[src/rtl/fsm_control_multi.sv]
// ---------------------------------------------------------------------------
// fsm_control_multi
//   Flow-control supervisor for NUM_CH FIFO channels. It latches and validates
//   the VCFC threshold pair during INIT and holds it afterwards. It reports
//   idle/active/error status, drops back to IDLE after IDLE_CYCLES consecutive
//   all-empty cycles, and leaves ERROR through clear_err without a full reset.
//
// Ports
//   clk            clock, all state updates on posedge
//   reset_L        synchronous reset, active-high (legacy name kept)
//   init           start configuration while in RESET
//   clear_err      request to leave ERROR (refused while any FIFO error is set)
//   umbral_alto    high (almost-full) threshold, sampled in INIT
//   umbral_bajo    low (almost-empty) threshold, sampled in INIT
//   fifo_error     per-channel FIFO error
//   fifo_empty     per-channel FIFO empty
//   umbral_alto_q  registered high threshold
//   umbral_bajo_q  registered low threshold
//   state_o        encoded state (RESET=0 INIT=1 IDLE=2 ACTIVE=3 ERROR=4)
//   idle/active/error  one-hot status decoded from the registered state
//   err_ch         sticky per-channel error flags
//   cfg_err        sticky invalid-configuration flag
// ---------------------------------------------------------------------------
module fsm_control_multi #(
   parameter int unsigned NUM_CH      = 4,
   parameter int unsigned UMBRAL_W    = 8,
   parameter int unsigned FIFO_DEPTH  = 16,
   parameter int unsigned IDLE_CYCLES = 4
) (
   input  logic                clk,
   input  logic                reset_L,
   input  logic                init,
   input  logic                clear_err,
   input  logic [UMBRAL_W-1:0] umbral_alto,
   input  logic [UMBRAL_W-1:0] umbral_bajo,
   input  logic [NUM_CH-1:0]   fifo_error,
   input  logic [NUM_CH-1:0]   fifo_empty,
   output logic [UMBRAL_W-1:0] umbral_alto_q,
   output logic [UMBRAL_W-1:0] umbral_bajo_q,
   output logic [2:0]          state_o,
   output logic                idle,
   output logic                active,
   output logic                error,
   output logic [NUM_CH-1:0]   err_ch,
   output logic                cfg_err
);

   localparam logic [2:0] ST_RESET  = 3'd0;
   localparam logic [2:0] ST_INIT   = 3'd1;
   localparam logic [2:0] ST_IDLE   = 3'd2;
   localparam logic [2:0] ST_ACTIVE = 3'd3;
   localparam logic [2:0] ST_ERROR  = 3'd4;

   localparam int unsigned CNT_W = (IDLE_CYCLES > 1) ? $clog2(IDLE_CYCLES + 1) : 1;
   localparam logic [CNT_W-1:0] CNT_LAST = CNT_W'(IDLE_CYCLES - 1);

   // Depth comparison is done at a width that holds both operands, so a
   // FIFO_DEPTH wider than the threshold bus cannot be truncated.
   localparam int unsigned EXT_W = (UMBRAL_W > 32) ? UMBRAL_W : 32;

   logic [2:0]       state;
   logic [CNT_W-1:0] idle_cnt;
   logic             any_err;
   logic             all_empty;
   logic             cfg_ok;
   logic [EXT_W-1:0] alto_ext;
   logic [EXT_W-1:0] depth_ext;

   assign any_err   = |fifo_error;
   assign all_empty = &fifo_empty;
   assign alto_ext  = EXT_W'(umbral_alto);
   assign depth_ext = EXT_W'(FIFO_DEPTH);
   assign cfg_ok    = (umbral_bajo < umbral_alto) && (alto_ext <= depth_ext);

   assign state_o = state;
   assign idle    = (state == ST_IDLE);
   assign active  = (state == ST_ACTIVE);
   assign error   = (state == ST_ERROR);

   always_ff @(posedge clk) begin
      if (reset_L) begin
         state         <= ST_RESET;
         umbral_alto_q <= '0;
         umbral_bajo_q <= '0;
         err_ch        <= '0;
         cfg_err       <= 1'b0;
         idle_cnt      <= '0;
      end else begin
         case (state)
            ST_RESET: begin
               if (init) state <= ST_INIT;
            end

            ST_INIT: begin
               umbral_alto_q <= umbral_alto;
               umbral_bajo_q <= umbral_bajo;
               // A bad config and a FIFO error in the same cycle record both.
               if (!cfg_ok || any_err) begin
                  state <= ST_ERROR;
                  if (!cfg_ok) cfg_err <= 1'b1;
                  if (any_err) err_ch  <= fifo_error;
               end else begin
                  state <= ST_IDLE;
               end
            end

            ST_IDLE: begin
               if (any_err) begin
                  state  <= ST_ERROR;
                  err_ch <= fifo_error;
               end else if (!all_empty) begin
                  state    <= ST_ACTIVE;
                  idle_cnt <= '0;
               end
            end

            ST_ACTIVE: begin
               if (any_err) begin
                  state  <= ST_ERROR;
                  err_ch <= fifo_error;
               end else if (all_empty) begin
                  if (idle_cnt == CNT_LAST) begin
                     state    <= ST_IDLE;
                     idle_cnt <= '0;
                  end else begin
                     idle_cnt <= idle_cnt + CNT_W'(1);
                  end
               end else begin
                  idle_cnt <= '0;
               end
            end

            ST_ERROR: begin
               if (clear_err && !any_err) begin
                  state         <= ST_RESET;
                  err_ch        <= '0;
                  cfg_err       <= 1'b0;
                  umbral_alto_q <= '0;
                  umbral_bajo_q <= '0;
               end else begin
                  err_ch <= err_ch | fifo_error;
               end
            end

            default: state <= ST_RESET;
         endcase
      end
   end

endmodule

[config.mk]
export PLATFORM = sky130hd
export DESIGN_NAME = fsm_control_multi
export DESIGN_NICKNAME = d
export VERILOG_FILES = /design/src/rtl/fsm_control_multi.sv
export SDC_FILE = /design/constraint.sdc
export NUM_CORES = 1
export LEC_CHECK = 0
export ABC_AREA = 1
export BUFFER_PORTS_ARGS = -buffer_cell sky130_fd_sc_hd__buf_2
export CELL_PAD_IN_SITES_DETAIL_PLACEMENT = 0
export CELL_PAD_IN_SITES_GLOBAL_PLACEMENT = 2
export CORE_MARGIN = 2
export CORE_UTILIZATION = 28
export DETAILED_ROUTE_END_ITERATION = 10
export PLACE_DENSITY_LB_ADDON = 0.1
export SYNTH_ARGS = -nofsm -noshare
export SYNTH_HDL_FRONTEND = slang
export SYNTH_SLANG_ARGS = --single-unit
[constraint.sdc]
create_clock -name clk -period 3.8 [get_ports clk]
set_clock_uncertainty 0.15 [all_clocks]
set_input_delay 0.57 -clock clk [delete_from_list [all_inputs] [get_ports clk]]
set_output_delay 0.57 -clock clk [all_outputs]
set_load 0.01 [all_outputs]
# Yosys cells after proc, flatten, opt, wreduce, memory -nomap -nowiden
# Index checks and enable logic that the tools add are counted.
# Widths: inputs -> output; s select.
[word_totals]
out_inout_bits = 27
ff_bits = 27
wordCells = 68
inputBits = 28
[classes]
muxes = 26
bitwise_logic = 1
n_addsub = 1
n_reduce_logical = 17
order_cmp = 2
n_eq_ne = 15
[ops]
columns = ["op", "count"]
rows = [
  ["$mux 3", 13],
  ["$pmux 8 s2", 2],
  ["$pmux 3 s5", 1],
  ["$mux 4", 3],
  ["$ne 2x2->1 const B", 6],
  ["$pmux 4 s3", 1],
  ["$reduce_and 4->1", 3],
  ["$eq 3x2->1 const B", 3],
  ["$le 8x5->1 const B", 1],
  ["$lt 8x8->1", 1],
  ["$mux 8", 1],
  ["$ne 3x1->1 const B", 2],
  ["$pmux 3 s2", 1],
  ["$reduce_and 5->1", 1],
  ["$or 4x4->4", 1],
  ["$reduce_and 2->1", 2],
  ["$reduce_bool 2->1", 2],
  ["$reduce_or 4->1", 1],
  ["$add 3x1->3 const B", 1],
  ["$eq 3x1->1 const B", 1],
  ["$eq 3x3->1 const B", 1],
  ["$logic_not 3->1", 1],
  ["$mux 1", 3],
  ["$ne 3x3->1 const B", 1],
  ["7 further kinds", 9],
]

# Logic depth before layout (Yosys ltp)
[depth]
depth_word = 6
ltp_mapped = 12
mapped_depth_nobuf = 12

# Worst setup path before layout
# No wires, ideal clock.
[synth_path]
path_type = "input -> register"
start = "in umbral_alto[7]"
end = "reg state[2] (netlist: state_o[2])"
setup_ns = 0.109
stages = 10
arrival_time_ns = 1.474
required_ns = 3.541
slack_ns = 2.067
n_path_buf = 0
cell_sequence = "inv_1 ha_1 nand2_1 nand4_1 nor2_1 nand2_1 nand2_1 nand3_1 nand2_1 inv_1"
[synth_via]
elab_chain_cells = 6
elab_cells_between_ends = 7
cone_classes = "order compare (2); mux (2); reduce/logical (3)"
[synth_lines]
columns = ["item", "line", "source"]
rows = [
  ["from (decl)", "34", "input logic [UMBRAL_W-1:0] umbral_alto,"],
  ["$lt 8x8->1 or $le 8x5->1 (tied branches)", "73", "assign cfg_ok = (umbral_bajo < umbral_alto) && (alto_ext <= depth_ext);"],
  ["$logic_and 1x1->1 (*)", "73", ""],
  ["$logic_not 1->1 (*)", "-", ""],
  ["$logic_or 1x1->1 (*)", "98", "if (!cfg_ok || any_err) begin"],
  ["$mux 3 (*)", "98", ""],
  ["$pmux 3 s5 (*)", "89", "case (state)"],
  ["to (signal assigned)", "91", "if (init) state <= ST_INIT;"],
  ["to (signal assigned)", "99", "state <= ST_ERROR;"],
  ["to (signal assigned)", "103", "state <= ST_IDLE;"],
  ["to (decl)", "61", "logic [2:0] state;"],
]
# Mark *: on every way between the ends. The rest lies on a longest branch, timed or not.
# A chain may end at the register's enable or synchronous reset.

# Worst setup path in the final report
[layout_path]
start = "reg state[2] (netlist: state_o[2])"
end = "out error"
[layout_via]
elab_chain_cells = 1
[layout_lines]
columns = ["item", "line", "source"]
rows = [
  ["from (signal assigned)", "82", "state <= ST_RESET;"],
  ["from (signal assigned)", "91", ""],
  ["from (signal assigned)", "99", ""],
  ["$eq 3x3->1", "78", "assign error = (state == ST_ERROR);"],
  ["to (decl)", "43", "output logic error,"],
]
# Every way passes these cells.

==> impl_metrics.tcl <==
set metrics [dict create \
    area_delta_synth_final_pct 22.9 \
    path_max_fanout 7 \
    clkTransAtPathRegs_ns 0.10 \
    hold_viol 0 \
    path_delay_family "flip-flops" \
    hold_class "reg2reg" \
    tightestPinTransition_ns 0.450 \
    ctsResizeCount 0 \
    rows 27 \
    grt_max_degree 23 \
    core-area_sq_mm 0.00541 \
    critPathKind "reg2out" \
    drive_above_1_share 0.325 \
    crit_path_max_incr_delay_ns 0.45 \
    fin_crit_ns 1.90 \
    cts_sinks 27 \
    placed_cell_area_sq_mm 0.00185 \
    syn-cell-area_sq_mm 0.00154 \
    synth_seq_area_share 0.350 \
    final_common_cell "buf_2" \
    firstDrtPassIters 4 \
    fp.dieH_um 78.2 \
    layout_common_cells "buf_2, nand2_1, dfxtp_1" \
    yosys.cell_types.count 26 \
    ios 55 \
    clk_latency_ns 0.27 \
    reg2reg_to "cfg_err" \
    grt_antenna_before_repair 0 \
    syn_inst 216 \
    hold_buffers 0 \
    holdPathStages 2 \
    final_cell_area_sq_mm 0.00190 \
    antenna_cells 0 \
    start_util 0.285 \
    finalSetupViolations 0 \
    grt_pass1_vias 1436 \
    clock_path_buffers 2 \
    ir_worst_vdd_mv 0.187 \
    max_slew_margin 0.700 \
    pwr_density_cell_mw_per_mm2 545 \
    avgSynthCellArea_sq_um 7.14 \
    cts-root-buf "clkbuf_8" \
    wl_per_cell_um 11.7 \
    ant_nets 0 \
    required_ns 3.08 \
    tritoncts "yes" \
    critPathBufInv 2 \
    hold_start "cfg_err" \
    ys_warn_count 0 \
    drc 0 \
    rsz0062_at_grt "no" \
    grt_usage 0.138 \
    synth.ff_latch_count 27 \
    drt-total-wl_um 3980 \
    status "complete, no violations" \
    numCtsBuffers 3 \
    htree_levels 1 \
    hold_end "cfg_err" \
    vias 1488 \
    fmax_ghz 0.526 \
    startpoint "state_o[2]" \
    drt_iter0_drc 35 \
    syn_nets 252 \
    grt_first_pass_wirelength_um 6750 \
    grt_remaining_overflow 0 \
    gp_congestion 0.745 \
    post_cts_buffers 0 \
    crit_arrival_ns 1.18 \
    viasPerCell 4.38 \
    r2r_cells 7 \
    port_buffers 54 \
    drv_slew 0 \
    dpl.hpwl_um 3030 \
    die-area_sq_mm 0.00612 \
    crit_path_start_kind "flip-flop" \
    nNetsFinal 305 \
    worst_setup_path_end_kind "output pin" \
    crit-reg2reg-launch "state_o[0]" \
    cp_slowest_cell "dfxtp_1" \
    r2r_slack_ns 2.24 \
    finalCritPeriodShare 0.500 \
    finalSetupTns_ns 0 \
    cap_violations 0 \
    crit_chain "inv_2 -> nor2_8 -> buf_2" \
    die_w_um 78.2 \
    p_leak_nw 0.944 \
]
[worst max-delay path by stage]
stage                      end  slack, ns  cells after the start
floorplan           state_o[2]       2.07                     10
global placement    state_o[2]       1.86                     11
detailed placement  state_o[2]       1.83                     11
CTS                      error       1.88                      4
global route             error       1.82                      3
finish                   error       1.90                      3
[routing by layer]
| metal | vias up | share of wire | track usage |
|---|---|---|---|
| met5 | - | 0 | 0 |
| met2 | 35 | 0.48 | 0.239 |
| li1 | 800 | - | - |
| met4 | 0 | 0.011 | 0.0474 |
| met1 | 651 | 0.46 | 0.169 |
| met3 | 2 | 0.056 | 0.0276 |
[cell usage after synthesis, drive strengths merged]
library cell | instances | area share
clkbuf | 1 | 0.0024
buf | 6 | 0.037
nor2 | 20 | 0.064
nand2 | 54 | 0.13
nor3 | 4 | 0.024
a21oi | 27 | 0.11
o21ai | 7 | 0.023
ha | 8 | 0.065
inv | 31 | 0.075
nand3 | 26 | 0.096
dfxtp | 27 | 0.35
nor3b | 1 | 0.0049
nand4 | 4 | 0.016
[area by class of cell]
type                       instances  area, sq um
clock buffer                       3         41.3
clock inverter                     1         5.00
fill                             620         3510
inverter                          31          116
multi-input combinational        151          825
sequential                        27          541
tap                               72         90.1
timing repair buffer              55          278
[state kept, by name (all words and copies together), names as in the netlist]
register,flops
err_ch,4
cfg_err,1
umbral_alto_q,8
state_o,3
idle_cnt,3
umbral_bajo_q,8
[metrics by stage]
stage / util / setup slack (ns) / hold slack (ns) / std cells / total power [mW]
2_1_floorplan: - / 2.07 / 0.283 / 216 / 0.742
3_3_place_gp: 0.342 / 1.86 / 0.297 / 336 / 0.884
3_5_place_dp: 0.342 / 1.83 / 0.304 / 336 / 0.881
4_1_cts: 0.351 / 1.88 / 0.319 / 340 / 1.05
5_1_grt: 0.351 / 1.82 / 0.340 / 340 / 1.13
6_report: 0.351 / 1.90 / 0.308 / 340 / 1.03
[cell families (layout without fill, tap and decap cells)]
logic type,count (synthesis),count (layout),share of synthesized area
AO/OA/AOI/OAI,34,34,0.132
adder cells (fa/ha/maj),8,8,0.0649
buffers and inverters,38,90,0.115
flip-flops,27,27,0.350
AND/OR/NAND/NOR,109,109,0.337
[where the power goes]
group / leakage, nW / switching, mW / internal, mW
Combinational: 0.698 / 0.286 / 0.171
Clock: 0.0255 / 0.0934 / 0.0736
Sequential: 0.221 / 0.0513 / 0.357
[worst register-to-register path: stages (launching register included)]
cell and delay [ns]:
dfxtp_1 0.43, inv_2 0.08, nor3_2 0.11, buf_4 0.27
inv_2 0.20, nand2_1 0.11, nand2_1 0.06, a21oi_1 0.11
No activity file was read; power rests on OpenSTA's default activity.
